$ cat config.mk
export PLATFORM = sky130hd
export DESIGN_NAME = uart_tx_arbiter_flat
export DESIGN_NICKNAME = d
export VERILOG_FILES = /design/src/rtl/uart_tx_arbiter_if.sv /design/src/rtl/uart_tx_arbiter.sv /design/src/flat_wrapper.sv
export SDC_FILE = /design/constraint.sdc
export NUM_CORES = 1
export LEC_CHECK = 0
export CAP_MARGIN = 20
export CELL_PAD_IN_SITES_DETAIL_PLACEMENT = 1
export CELL_PAD_IN_SITES_GLOBAL_PLACEMENT = 1
export CORE_UTILIZATION = 28
export DETAILED_ROUTE_END_ITERATION = 12
export GPL_ROUTABILITY_DRIVEN = 0
export PLACE_DENSITY = 0.78
export SLEW_MARGIN = 20
export SYNTH_ARGS = -nofsm -noshare
export SYNTH_HDL_FRONTEND = slang
export SYNTH_SLANG_ARGS = --single-unit
export TNS_END_PERCENT = 20
$ cat constraint.sdc
create_clock -name clk_3125 -period 1.7 [get_ports clk_3125]
set_input_delay 0.34 -clock clk_3125 [delete_from_list [all_inputs] [get_ports clk_3125]]
set_output_delay 0.34 -clock clk_3125 [all_outputs]
set_load 0.005 [all_outputs]
$ cat src/rtl/uart_tx_arbiter_if.sv
// Producer/transmitter bus shared by uart_tx_arbiter.
// The master modport is the arbiter side: it accepts requester bytes and drives uart_tx.
// The slave modport is the environment side: producers plus the uart_tx transmitter.
interface uart_tx_arbiter_if #(
  parameter int NUM_REQ = 4
);
  logic [NUM_REQ-1:0]   req_valid;
  logic [8*NUM_REQ-1:0] req_data;
  logic [NUM_REQ-1:0]   req_parity;
  logic [NUM_REQ-1:0]   req_ready;
  logic [NUM_REQ-1:0]   req_done;
  logic                 tx_start;
  logic [7:0]           tx_data;
  logic                 tx_parity_type;
  logic                 tx_done;

  modport master (
    input  req_valid, req_data, req_parity, tx_done,
    output req_ready, req_done, tx_start, tx_data, tx_parity_type
  );

  modport slave (
    output req_valid, req_data, req_parity, tx_done,
    input  req_ready, req_done, tx_start, tx_data, tx_parity_type
  );
endinterface

$ cat src/rtl/uart_tx_arbiter.sv
// Round-robin arbiter sharing one uart_tx among NUM_REQ byte producers (clk_3125 domain).
// Grants a requester, issues tx_start, waits for the tx_done rising edge, pulses req_done,
// then waits for tx_done to fall before accepting the next request.
// Optional watchdog on the tx_done wait: define UART_TX_ARB_TIMEOUT_EN.
module uart_tx_arbiter #(
  parameter int NUM_REQ     = 4,
  parameter int TIMEOUT_CYC = 400
) (
  input  logic                       clk_3125,
  input  logic                       rst,
  uart_tx_arbiter_if.master          bus,
  output logic                       busy,
  output logic [$clog2(NUM_REQ)-1:0] grant_id
`ifdef UART_TX_ARB_TIMEOUT_EN
  ,
  output logic                       timeout_err
`endif
);
  localparam int IDW = $clog2(NUM_REQ);

  typedef enum logic [1:0] {IDLE, WAIT_DONE, RECOVER} state_t;

  // Elaboration-time parameter sanity checks.
  if (NUM_REQ < 2 || NUM_REQ > 8) begin : g_bad_num_req
    $error("uart_tx_arbiter: NUM_REQ must be in 2..8");
  end
  if (TIMEOUT_CYC <= 297) begin : g_bad_timeout
    $error("uart_tx_arbiter: TIMEOUT_CYC must exceed the 297-cycle frame");
  end

  state_t             state_q, state_d;
  logic [IDW-1:0]     ptr_q, ptr_d, ptr_next;
  logic [IDW-1:0]     grant_d, win;
  logic               found;
  logic               tx_done_q, tx_rise;
  logic [NUM_REQ-1:0] ready_d, done_d;
  logic               start_d, parity_d;
  logic [7:0]         data_d;
  logic [7:0]         data_arr [NUM_REQ];
`ifdef UART_TX_ARB_TIMEOUT_EN
  logic [15:0]        wdog_q, wdog_d;
  logic               tmo_d;
`endif

  for (genvar g = 0; g < NUM_REQ; g++) begin : g_unpack
    assign data_arr[g] = bus.req_data[8*g +: 8];
  end

  assign tx_rise  = bus.tx_done & ~tx_done_q;
  assign ptr_next = (grant_id == IDW'(NUM_REQ - 1)) ? '0 : grant_id + 1'b1;
  assign busy     = (state_q != IDLE);

  // Winner search: first pending requester at or above the pointer, wrapping modulo NUM_REQ.
  always_comb begin
    int unsigned idx;
    found = 1'b0;
    win   = '0;
    idx   = 0;
    for (int unsigned k = 0; k < NUM_REQ; k++) begin
      idx = (32'(ptr_q) + k) % NUM_REQ;
      if (!found && bus.req_valid[IDW'(idx)]) begin
        found = 1'b1;
        win   = IDW'(idx);
      end
    end
  end

  // Next-state and next registered-output logic; every output is registered below.
  always_comb begin
    state_d  = state_q;
    ptr_d    = ptr_q;
    grant_d  = grant_id;
    start_d  = 1'b0;
    ready_d  = '0;
    done_d   = '0;
    data_d   = bus.tx_data;
    parity_d = bus.tx_parity_type;
`ifdef UART_TX_ARB_TIMEOUT_EN
    wdog_d   = wdog_q;
    tmo_d    = 1'b0;
`endif
    case (state_q)
      IDLE: begin
        if (found) begin
          start_d      = 1'b1;
          ready_d[win] = 1'b1;
          data_d       = data_arr[win];
          parity_d     = bus.req_parity[win];
          grant_d      = win;
          state_d      = WAIT_DONE;
`ifdef UART_TX_ARB_TIMEOUT_EN
          wdog_d       = '0;
`endif
        end
      end
      WAIT_DONE: begin
        // A tx_done edge coinciding with watchdog expiry is treated as success.
        if (tx_rise) begin
          done_d[grant_id] = 1'b1;
          ptr_d            = ptr_next;
          state_d          = RECOVER;
        end
`ifdef UART_TX_ARB_TIMEOUT_EN
        else if (wdog_q == 16'(TIMEOUT_CYC - 1)) begin
          tmo_d   = 1'b1;
          ptr_d   = ptr_next;
          state_d = RECOVER;
        end else begin
          wdog_d = wdog_q + 16'd1;
        end
`endif
      end
      RECOVER: begin
        if (!bus.tx_done) state_d = IDLE;
      end
      default: state_d = IDLE;
    endcase
  end

  // State and output registers; tx_done_q resets high so a stale tx_done cannot look like an edge.
  always_ff @(posedge clk_3125) begin
    if (rst) begin
      state_q            <= IDLE;
      ptr_q              <= '0;
      grant_id           <= '0;
      tx_done_q          <= 1'b1;
      bus.tx_start       <= 1'b0;
      bus.tx_data        <= 8'h00;
      bus.tx_parity_type <= 1'b0;
      bus.req_ready      <= '0;
      bus.req_done       <= '0;
`ifdef UART_TX_ARB_TIMEOUT_EN
      wdog_q             <= '0;
      timeout_err        <= 1'b0;
`endif
    end else begin
      state_q            <= state_d;
      ptr_q              <= ptr_d;
      grant_id           <= grant_d;
      tx_done_q          <= bus.tx_done;
      bus.tx_start       <= start_d;
      bus.tx_data        <= data_d;
      bus.tx_parity_type <= parity_d;
      bus.req_ready      <= ready_d;
      bus.req_done       <= done_d;
`ifdef UART_TX_ARB_TIMEOUT_EN
      wdog_q             <= wdog_d;
      timeout_err        <= tmo_d;
`endif
    end
  end
endmodule

$ cat src/flat_wrapper.sv
// flat-port wrapper written by rule: the top's interface ports become plain ports
module uart_tx_arbiter_flat 
#(
  parameter int NUM_REQ     = 4,
  parameter int TIMEOUT_CYC = 400
)
  (clk_3125, rst, busy, grant_id, bus_req_valid, bus_req_data, bus_req_parity, bus_tx_done, bus_req_ready, bus_req_done, bus_tx_start, bus_tx_data, bus_tx_parity_type);
  uart_tx_arbiter_if #(.NUM_REQ(NUM_REQ)) bus_i ();
  input  logic clk_3125;
  input  logic rst;
  output logic busy;
  output logic [$clog2(NUM_REQ)-1:0] grant_id;
  input wire logic [$bits(bus_i.req_valid)-1:0] bus_req_valid;
  input wire logic [$bits(bus_i.req_data)-1:0] bus_req_data;
  input wire logic [$bits(bus_i.req_parity)-1:0] bus_req_parity;
  input wire logic [$bits(bus_i.tx_done)-1:0] bus_tx_done;
  output wire logic [$bits(bus_i.req_ready)-1:0] bus_req_ready;
  output wire logic [$bits(bus_i.req_done)-1:0] bus_req_done;
  output wire logic [$bits(bus_i.tx_start)-1:0] bus_tx_start;
  output wire logic [$bits(bus_i.tx_data)-1:0] bus_tx_data;
  output wire logic [$bits(bus_i.tx_parity_type)-1:0] bus_tx_parity_type;
  assign bus_i.req_valid = bus_req_valid;
  assign bus_i.req_data = bus_req_data;
  assign bus_i.req_parity = bus_req_parity;
  assign bus_i.tx_done = bus_tx_done;
  assign bus_req_ready = bus_i.req_ready;
  assign bus_req_done = bus_i.req_done;
  assign bus_tx_start = bus_i.tx_start;
  assign bus_tx_data = bus_i.tx_data;
  assign bus_tx_parity_type = bus_i.tx_parity_type;
  uart_tx_arbiter #(.NUM_REQ(NUM_REQ), .TIMEOUT_CYC(TIMEOUT_CYC)) u_core (.clk_3125(clk_3125), .rst(rst), .bus(bus_i), .busy(busy), .grant_id(grant_id));
endmodule
==> metrics.md <==
| Metric | Value |
|---|---|
| CTS Sinks | 25 |
| Clock Root Buffer | clkbuf_8 |
| Ys Warns | 0 |
| RSZ-0062 raised after global routing | no |
| Final Hold Fails | 0 |
| Yosys reg bits | 25 |
| Initial antenna violation count | 0 |
| Synth Instances | 119 |
| DRC viols | 0 |
| Port bufs | 63 |
| Reg-to-Reg End | u_core.bus.tx_data[6] |
| Net count after synthesis | 166 |
| Netlist cell types | 28 |
| 1st-iter DRT viols | 32 |
| Overflow after GRT | 0 |
| Die Area | 4540 sq um |
| Syn avg cell area | 10.1 sq um |
| Rel. slew slack | 78.3% |
| Layout cells sized above 1 | 15.3% |
| Final setup vio count | 0 |
| Crit path largest cell delay | 540 ps |
| Max clock buf depth | 2 |
| Initial Util | 29.5% |
| Min Tclk post-route | 1610 ps |
| Setup TNS | 0 ps |
| H-tree Lvls | 1 |
| Final non-filler cell total | 246 |
| Via count of the first global-routing pass | 1333 |
| # hold bufs at CTS | 0 |
| Final worst path period share | 94.8% |
| N_diodes | 0 |
| Largest net degree at the start of global routing | 14 |
| Reg2Reg Setup Slack | 110 ps |
| Dpl hpwl | 2.95 mm |
| Via-to-Cell Ratio | 4.87 |
| Die Ht | 67.4 um |
| Hold Crit Endpoint | u_core.bus.tx_data[2] |
| Hold WC Path Type | reg -> reg |
| Core footprint | 4060 sq um |
| Skew final | 2.41 ps |
| Power Dens Cells | 679 nW/um^2 |
| Std-Cell Rows | 23 |
| RR Startpoint | u_core.ptr_q[0] |
| Maximum VDD drop | 0.300 mV |
| Critical path cell sequence | clkdlybuf4s50_1 |
| Total CTS buffers | 3 |
| Final nets | 244 |
| Commonest non-fill, non-tap cell in the layout | clkdlybuf4s50_1 |
| Post-layout util | 51.9% |
| Slew Viols, Final | 0 |
| Routed WL | 4.16 mm |
| Buf/Inv on CP | 1 |
| First-pass GRT wire length | 6.29 mm |
| WL/cell | 16.9 um |
| CTS tree | done |
| IO Pins | 64 |
| Crit path kind | reg -> out |
| Reg2Reg Depth | 6 |
| CP Capture Type | output pin |
| Most frequent cells in the layout | 58 x clkdlybuf4s50_1, 24 x dfxtp_1, 20 x mux2i_1 |
| Status | completed |
| Seq/Total Area, Yosys | 41.8% |
| Clk pin slew, worst setup/hold paths | 90 ps |
| Critical path launch point type | flop |
| CP arrival | 1270 ps |
| Leakage power | 0.845 nW |
| Number of max-cap violations | 0 |
| Vias | 1198 |
| Crit path max-delay cell type | clkdlybuf4s50_1 |
| Clk_lat worst skew | 280 ps |
| Top delay family on crit path | buffers and inverters |
| Fmax achieved | 0.621 GHz |
| Mapped Area | 1200 sq um |
| Inst Count DP | 238 |
| Tot GR Track Use | 19.8% |
| Drt first pass iters | 4 |
| Hold path startpoint | u_core.bus.tx_data[2] |
| Synthesis-to-layout area growth | 75.9% |
| Crit-path max FO | 6 |
| Tightest Pin Transition | 318 ps |
| Die width | 67.4 um |
| Routed Antenna Nets | 0 |
| Critical Path RT | 1360 ps |
| Hold path depth | 2 |
[layout make-up]
type / instances / area, sq um
Tap cell: 50 / 62.6
Clock buffer: 4 / 45.0
Sequential cell: 25 / 502
Inverter: 6 / 22.5
Timing Repair Buffer: 79 / 840
Fill cell: 448 / 1950
Multi-Input combinational cell: 82 / 634
[logic make-up (layout without fill, tap and decap cells)]
logic type / Yosys count / count (layout) / synth area share [%]
buf+inv: 12 / 89 / 6.90
simple gates: 40 / 40 / 17.5
mux: 22 / 22 / 18.4
compound gates: 16 / 16 / 11.3
flops: 25 / 25 / 41.8
fa+ha+maj: 4 / 4 / 4.18
[routing by layer]
metal	up-vias	track usage (%)	routed length, um
li1	576	-	-
met1	582	19.3	1560
met2	31	37.6	2350
met3	9	4.22	126
met4	0	11.7	119
met5	-	0	0
[sequential cells by signal, summed over array words and instances (netlist names)]
| signal | cells |
|---|---|
| u_core.tx_done_q | 1 |
| u_core.bus.tx_data | 8 |
| u_core.bus.tx_start | 1 |
| u_core.ptr_q | 2 |
| u_core.grant_id | 2 |
| u_core.bus.req_done | 4 |
| u_core.bus.tx_parity_type | 1 |
| u_core.bus.req_ready | 4 |
| u_core.state_q | 2 |
[how the worst max path moves through the flow]
stage,cells past startpoint,endpoint,startpoint
after global placement,7,u_core.bus.tx_data[6],bus_req_valid[0]
final,1,grant_id[0],u_core.grant_id[0]
after floorplan,7,u_core.bus.tx_data[2],bus_req_valid[0]
after detailed placement,7,u_core.bus.tx_data[6],bus_req_valid[0]
after global routing,8,u_core.bus.tx_data[6],bus_req_valid[2]
after CTS,1,grant_id[0],u_core.grant_id[0]
[synth_stat cells]
cell type,instances,area (sq um)
dfxtp_1,25,500
mux2i_1,22,220
nor2_1,12,45.0
nand2_1,11,41.3
o221ai_1,9,78.8
inv_1,6,22.5
and2_1,4,25.0
ha_1,4,50.1
nor2b_1,3,18.8
a21oi_1,2,10.0
buf_2,2,10.0
nor3_2,2,20.0
o22a_1,2,17.5
a2111oi_0,1,8.76
a21o_2,1,8.76
buf_12,1,20.0
buf_6,1,11.3
buf_8,1,15.0
clkbuf_1,1,3.75
nand2b_1,1,6.26
nor2_2,1,6.26
nor3_1,1,5.00
nor3b_1,1,7.51
nor4_1,1,6.26
nor4b_2,1,15.0
o221a_1,1,11.3
or2_1,1,6.26
or2_2,1,6.26
[metrics by stage]
step,power (mW),setup WS (ps),hold WS [ps],cell area [sq um]
after floorplan,0.797,275,447,1200
after global placement,0.998,-290,444,1960
after detailed placement,1.02,-408,453,1960
after CTS,1.43,70.1,474,2090
after global routing,1.49,4.73,509,2110
final,1.43,88.7,470,2110
[report_power, final]
part           switching [mW]  leakage (nW)  internal [mW]
registers              0.0228         0.205          0.621
logic                   0.145         0.617          0.264
clock network           0.209        0.0228          0.169
total                   0.376         0.845           1.05
[what timing repair did]
action                                  4_1_cts  5_1_grt
gates resized for setup                      10        2
gates cloned                                  2        0
pin swaps                                     1        2
endpoints found under the setup margin       10        4
setup buffers                                 1        1
No activity file was read; power rests on OpenSTA's default activity.
